--- src/rtl/mux_scan_pipe.sv ---
// rtl/mux_scan_pipe.sv - pipelined N:1 word mux tree of 4:1 stages; optional auto-scan via MUX_SCAN_EN
module mux_scan_pipe #(
    parameter int WIDTH = 8,
    parameter int CH = 16,
    localparam int SELW = $clog2(CH),
    localparam int LAT = (SELW + 1) / 2
) (
    input  logic                  clk,
    input  logic                  rst,
    input  logic [CH*WIDTH-1:0]   i,
    input  logic [SELW-1:0]       s,
    input  logic                  sel_valid,
    input  logic                  mode,
    input  logic                  en,
    output logic [WIDTH-1:0]      y,
    output logic [SELW-1:0]       y_ch,
    output logic                  y_valid
);

    logic [SELW-1:0] issue_ch;
    logic            issue_v;

`ifdef MUX_SCAN_EN
    logic [SELW-1:0] scan_cnt;

    // Scan counter: sweeps channels while scanning, parked at 0 in direct mode, frozen on stall
    always_ff @(posedge clk or posedge rst) begin
        if (rst) begin
            scan_cnt <= '0;
        end else if (en) begin
            if (mode) begin
                scan_cnt <= scan_cnt + 1'b1;
            end else begin
                scan_cnt <= '0;
            end
        end
    end

    // Issue source: scan counter overrides the direct select while scanning
    always_comb begin
        issue_ch = s;
        issue_v  = sel_valid;
        if (mode) begin
            issue_ch = scan_cnt;
            issue_v  = 1'b1;
        end
    end
`else
    logic unused_mode;
    assign unused_mode = mode;

    // Issue source: direct select only
    always_comb begin
        issue_ch = s;
        issue_v  = sel_valid;
    end
`endif

    for (genvar n = 0; n < LAT; n++) begin : g_lvl
        localparam int NIN  = CH >> (2 * n);
        localparam bit LAST = (n == LAT - 1);
        localparam bit TWO  = LAST && (SELW % 2 == 1);
        localparam int NOUT = TWO ? NIN / 2 : NIN / 4;

        logic [WIDTH-1:0] in_w [NIN];
        logic [WIDTH-1:0] nxt  [NOUT];
        logic [WIDTH-1:0] q    [NOUT];
        logic [SELW-1:0]  ch_in;
        logic [SELW-1:0]  ch_q;
        logic             v_in;
        logic             v_q;

        if (n == 0) begin : g_src
            // Only the first level looks at the channel bus
            for (genvar k = 0; k < NIN; k++) begin : g_ch
                assign in_w[k] = i[k*WIDTH +: WIDTH];
            end
            assign ch_in = issue_ch;
            assign v_in  = issue_v;
        end else begin : g_src
            for (genvar k = 0; k < NIN; k++) begin : g_ch
                assign in_w[k] = g_lvl[n-1].q[k];
            end
            assign ch_in = g_lvl[n-1].ch_q;
            assign v_in  = g_lvl[n-1].v_q;
        end

        if (TWO) begin : g_mux
            // Odd select width: final level is 2:1 on the top select bit
            for (genvar k = 0; k < NOUT; k++) begin : g_grp
                assign nxt[k] = ch_in[2*n] ? in_w[2*k+1] : in_w[2*k];
            end
        end else begin : g_mux
            for (genvar k = 0; k < NOUT; k++) begin : g_grp
                // 4:1 pick within each group using this level's select pair
                always_comb begin
                    case (ch_in[2*n+1:2*n])
                        2'd0:    nxt[k] = in_w[4*k];
                        2'd1:    nxt[k] = in_w[4*k+1];
                        2'd2:    nxt[k] = in_w[4*k+2];
                        default: nxt[k] = in_w[4*k+3];
                    endcase
                end
            end
        end

        if (LAST) begin : g_reg
            // Output level: valid tracks every enabled edge, data/index only load on a real selection
            always_ff @(posedge clk or posedge rst) begin
                if (rst) begin
                    q[0] <= '0;
                    ch_q <= '0;
                    v_q  <= 1'b0;
                end else if (en) begin
                    v_q <= v_in;
                    if (v_in) begin
                        q[0] <= nxt[0];
                        ch_q <= ch_in;
                    end
                end
            end
        end else begin : g_reg
            // Inner level: partial results, index and valid advance together
            always_ff @(posedge clk or posedge rst) begin
                if (rst) begin
                    for (int k = 0; k < NOUT; k++) begin
                        q[k] <= '0;
                    end
                    ch_q <= '0;
                    v_q  <= 1'b0;
                end else if (en) begin
                    for (int k = 0; k < NOUT; k++) begin
                        q[k] <= nxt[k];
                    end
                    ch_q <= ch_in;
                    v_q  <= v_in;
                end
            end
        end
    end

    assign y       = g_lvl[LAT-1].q[0];
    assign y_ch    = g_lvl[LAT-1].ch_q;
    assign y_valid = g_lvl[LAT-1].v_q;

endmodule

--- config.mk ---
export PLATFORM = sky130hd
export DESIGN_NAME = mux_scan_pipe
export DESIGN_NICKNAME = d
export VERILOG_FILES = /design/src/rtl/mux_scan_pipe.sv
export SDC_FILE = /design/constraint.sdc
export NUM_CORES = 1
export LEC_CHECK = 0
export ABC_AREA = 1
export CAP_MARGIN = 20
export CELL_PAD_IN_SITES_DETAIL_PLACEMENT = 1
export CELL_PAD_IN_SITES_GLOBAL_PLACEMENT = 1
export CORE_MARGIN = 4
export CORE_UTILIZATION = 25
export CTS_BUF_LIST = sky130_fd_sc_hd__clkbuf_8
export DETAILED_ROUTE_END_ITERATION = 10
export GPL_ROUTABILITY_DRIVEN = 0
export PLACE_DENSITY_LB_ADDON = 0.1
export SYNTH_ARGS = -nofsm -noshare
export SYNTH_HDL_FRONTEND = slang
export SYNTH_SLANG_ARGS = --single-unit
--- constraint.sdc ---
create_clock -name clk -period 1.4 [get_ports clk]
set_input_delay 0.14 -clock clk [delete_from_list [all_inputs] [get_ports clk]]
set_output_delay 0.14 -clock clk [all_outputs]
set_load 0.01 [all_outputs]
Yosys cells after proc, flatten, opt, wreduce, memory -nomap -nowiden
Index checks and enable logic that the tools add are counted.

Eq/ne operators: 4. Multiplexer cells: 5. Reduce and logical (&&, ||, !) cells: 3.

Operators by type and width (number): $pmux W8 S3 (5); $eq A2 B1 Y1 const B (2); $eq A2 B2 Y1 const B (2); $logic_not A2 Y1 (2); $reduce_and A2 Y1 (1).

Bits in registers: 50.

Longest topological paths before layout
Word-level depth: 2. Mapped depth: 7. Gate-level depth less buffers: 5.

Worst setup path before layout
No wires, ideal clock.

Kind: register -> register. From: register g_lvl[0].ch_q[2]. To: register g_lvl[1].q (netlist bit y[3]). Setup time: 0.116 ns. Arrival time: 0.900 ns. Setup slack: 0.384 ns. Cell stages (with the launch flop): 6. Path buffers: 1. Cell sequence: dfrtp_1 > clkbuf_1 > o21ai_0 > nand3_1 > nand2_1 > nand2_1.

Longest elaborated chain between the ends: 2.

RTL lines: from (decl) (RTL line 69) `logic [SELW-1:0] ch_q;`; from (signal assigned) (RTL line 135) `ch_q <= ch_in;`; $eq A2 B2 Y1, or another cell as far along (RTL line 97) `case (ch_in[2*n+1:2*n])`; $pmux W8 S3 * (RTL line 97); to (decl) (RTL line 67) `logic [WIDTH-1:0] q [NOUT];`.

Every way passes the cells marked *; elsewhere a longest branch is shown, timed or not. A chain may end at the register's enable or synchronous reset.

Worst setup path after layout
From: register g_lvl[1].v_q, in the netlist y_valid. To: output port y_valid.

RTL lines: from (decl) (RTL line 71) `logic v_q;`; from (signal assigned) (RTL line 115) `v_q <= v_in;`; to (decl) (RTL line 17) `output logic y_valid`.

No word-level cell between the ends.

==> results by group <==
Status
  • Outcome: finished, final reports clean

Placement
  • HPWL reported at the end of detailed placement: ~10000 µm
  • Cell Area, Placed: approximately 4800 µm²
  • Port bufs: 148
  • Cell Count Post-Placement: between 700 and 800
  • Post-Place Worst Slack: -0.2038 ns

Critical path
  • Critical path class: register to output pin
  • Crit-path max cell delay: between 0.5 and 0.6 ns
  • Buf+Inv Stages, Crit Path: 1
  • Setup crit start kind: register
  • Slowest stage cell, crit path: clkdlybuf4s50_1
  • Crit path cell chain: clkdlybuf4s50_1
  • Crit. End Element: output pin
  • Critical Path RT: around 1.3 ns
  • Crit-path max FO: 2
  • Delay-heaviest family, CP: buffers and inverters
  • Worst Path Arrival: roughly 1.2 ns

Clock tree
  • CTS tree: yes
  • Num Clock Sinks: 50
  • Deepest clock path buffer count: 2
  • Clk Latency, worst-skew pair: roughly 0.30 ns
  • Cts bufs inserted: 5
  • CTS root buffer: clkbuf_8
  • Clock transition at the registers of the reported paths: 0.09 ns
  • H-Tree Depth: 2

Global routing
  • Overall Global Routing Usage: between 15 and 20%
  • Global Route met3 Usage: ~4.8%
  • Vias in the first global route: just under 4000
  • Total grt overflow: 0
  • GRT Max-Usage Layer: met2
  • Met1 usage: between 20% and 30%
  • First-pass GRT wire length: roughly 20000 µm
  • Largest net degree at the start of global routing: 51
  • Antenna violations before repair: 0
  • Met2 usage: between 20% and 30%

Logic synthesis
  • Number of distinct library cells after synthesis: 12
  • Post-synthesis sequential area ratio: about two fifths
  • Avg Inst Size Synth: approximately 6.4 µm²
  • Mapped Area: roughly 3000 µm²
  • Post-Syn Instances: roughly 480
  • Syn Nets: ~600
  • Synth warn: 0
  • Flops & latches, synth: 50

Routing
  • Total Wirelength: 12400 µm
  • Vias: between 3000 and 4000
  • Wire per inst: approximately 16 µm
  • Via density: 4.715
  • TritonRoute pass-1 iters: 5
  • DRC: 0
  • Drt initial violations: about 180
  • Final ANT Viol Nets: 0

STA
  • Max Slew Vio Count: 0
  • Setup slack after layout: 0.05675 ns
  • Worst Max-Slew Pin Slew: ~0.32 ns
  • Tmin final: about 1.3 ns
  • Finish-stage setup viols: 0
  • Max Clock Freq: roughly 740 MHz
  • Worst rel slew slack: between 70% and 80%
  • Clock skew: a little under 0.004 ns
  • RSZ-0062 raised after global routing: yes
  • Final hold violations: 0
  • Tcrit/Tclk final: 95.95%
  • Post-Route Setup TNS: 0 ns

Floorplan
  • Starting density of the core: approximately a quarter
  • Die width: 118.1 µm
  • Die height: 118.1 µm
  • Die Area: around 14000 µm²
  • I/O pin count: 150
  • Core region area: around 12000 µm²
  • Cell Rows: 39

Power and ir drop
  • Lkg Pwr: about 2.3 nW
  • Maximum VDD drop: about 380 µV
  • Power density over the cells: 835.4 nW/µm²
  • Power, Total: 4.105 mW

Finish
  • Final instance area: between 4000 and 5000 µm²
  • Area Growth Syn to Fin: 62.14%
  • Ant diodes: 0
  • Nets: between 700 and 800
  • Commonest non-fill, non-tap cell in the layout: nand2_1
  • Layout Cells excl Fill: between 700 and 800
  • Fillers: between 1000 and 1500
  • Layout cells sized above 1: ~5.9%
  • Most frequent cells in the layout: nand2_1, clkdlybuf4s50_1, nor2_1

Flow run
  • Max-Cap Viols: 0

Hold path
  • Type of the worst min-delay path: primary input to async pin
-- worst paths after layout --
kind	depth (start not counted)	slack, ns	from	endpoint
max	1	0.06	y_valid$_DFFE_PP0P_	y_valid
min	3	0.19	rst	y[3]$_DFFE_PP0P_
max reg2reg	5	0.15	g_lvl[0].ch_q[3]$_DFFE_PP0P_	y[6]$_DFFE_PP0P_
min reg2reg	2	0.48	y[4]$_DFFE_PP0P_	y[4]$_DFFE_PP0P_
max in group asynchronous	3	0.98	rst	g_lvl[0].q[12]$_DFFE_PP0P_
min in group clk	3	0.42	sel_valid	g_lvl[0].v_q$_DFFE_PP0P_
-- cell type report --
cell class / instances / area, µm² / area share, %
Sequential cell: 50 / 1251 / 25.46
Clock buffer: 5 / 68.82 / 1.401
Tap cell: 143 / 178.9 / 3.641
Timing Repair Buffer: 171 / 1727 / 35.14
Inverter: 8 / 33.78 / 0.6875
Clock inverter: 3 / 40.04 / 0.8149
Multi-Input combinational cell: 386 / 1614 / 32.85
-- cell families (layout without fill, tap and decap cells) --
kind of cell	count (synthesis)	after routing	share of synthesized area (%)
AND/OR/NAND/NOR	338	338	45.25
flip-flops	50	50	41.29
buffers and inverters	39	187	5.533
AO/OA/AOI/OAI	48	48	7.927
-- power by group --
group | switching, mW | internal [mW]
Sequential | 0.123 | 1.65
Combinational | 0.599 | 0.729
Clock | 0.480 | 0.527
Total | 1.20 | 2.90
-- state kept, by name, indices dropped and copies added (netlist names) --
| register | flops |
|---|---|
| y_valid | 1 |
| y | 8 |
| g_lvl.ch_q | 4 |
| g_lvl.q | 32 |
| y_ch | 4 |
| g_lvl.v_q | 1 |
-- routing by layer --
layer / part of all wire (%) / routed length [µm]
met4: 1.2 / 146
met3: 7.1 / 878
met2: 43 / 5347
met5: 0 / 0
met1: 49 / 6028
-- Yosys cell counts --
cell type / instances / area (µm²)
nand2_1: 176 / 660.6
nor2_1: 81 / 304.0
clkbuf_1: 13 / 48.80
inv_2: 1 / 3.750
buf_4: 1 / 7.510
inv_1: 7 / 26.28
o21ai_0: 48 / 240.2
nand3_1: 80 / 400.4
buf_1: 3 / 11.26
buf_2: 14 / 70.07
nor2_2: 1 / 6.260
dfrtp_1: 50 / 1251
-- what timing repair did --
action,in CTS,in global routing
resized for setup,0,2
buffers inserted,0,4
setup endpoints to repair,0,5
hold buffers,0,0
-- through the flow --
step                      hold slack [ns]  util, %
final                              0.1906    42.13
after CTS                          0.1996    41.84
after global routing               0.2002    42.13
after detailed placement           0.4650    40.91
after global placement             0.4587    40.91
after floorplan                    0.2566        -
Note: power is estimated with default switching activity, not from simulation.
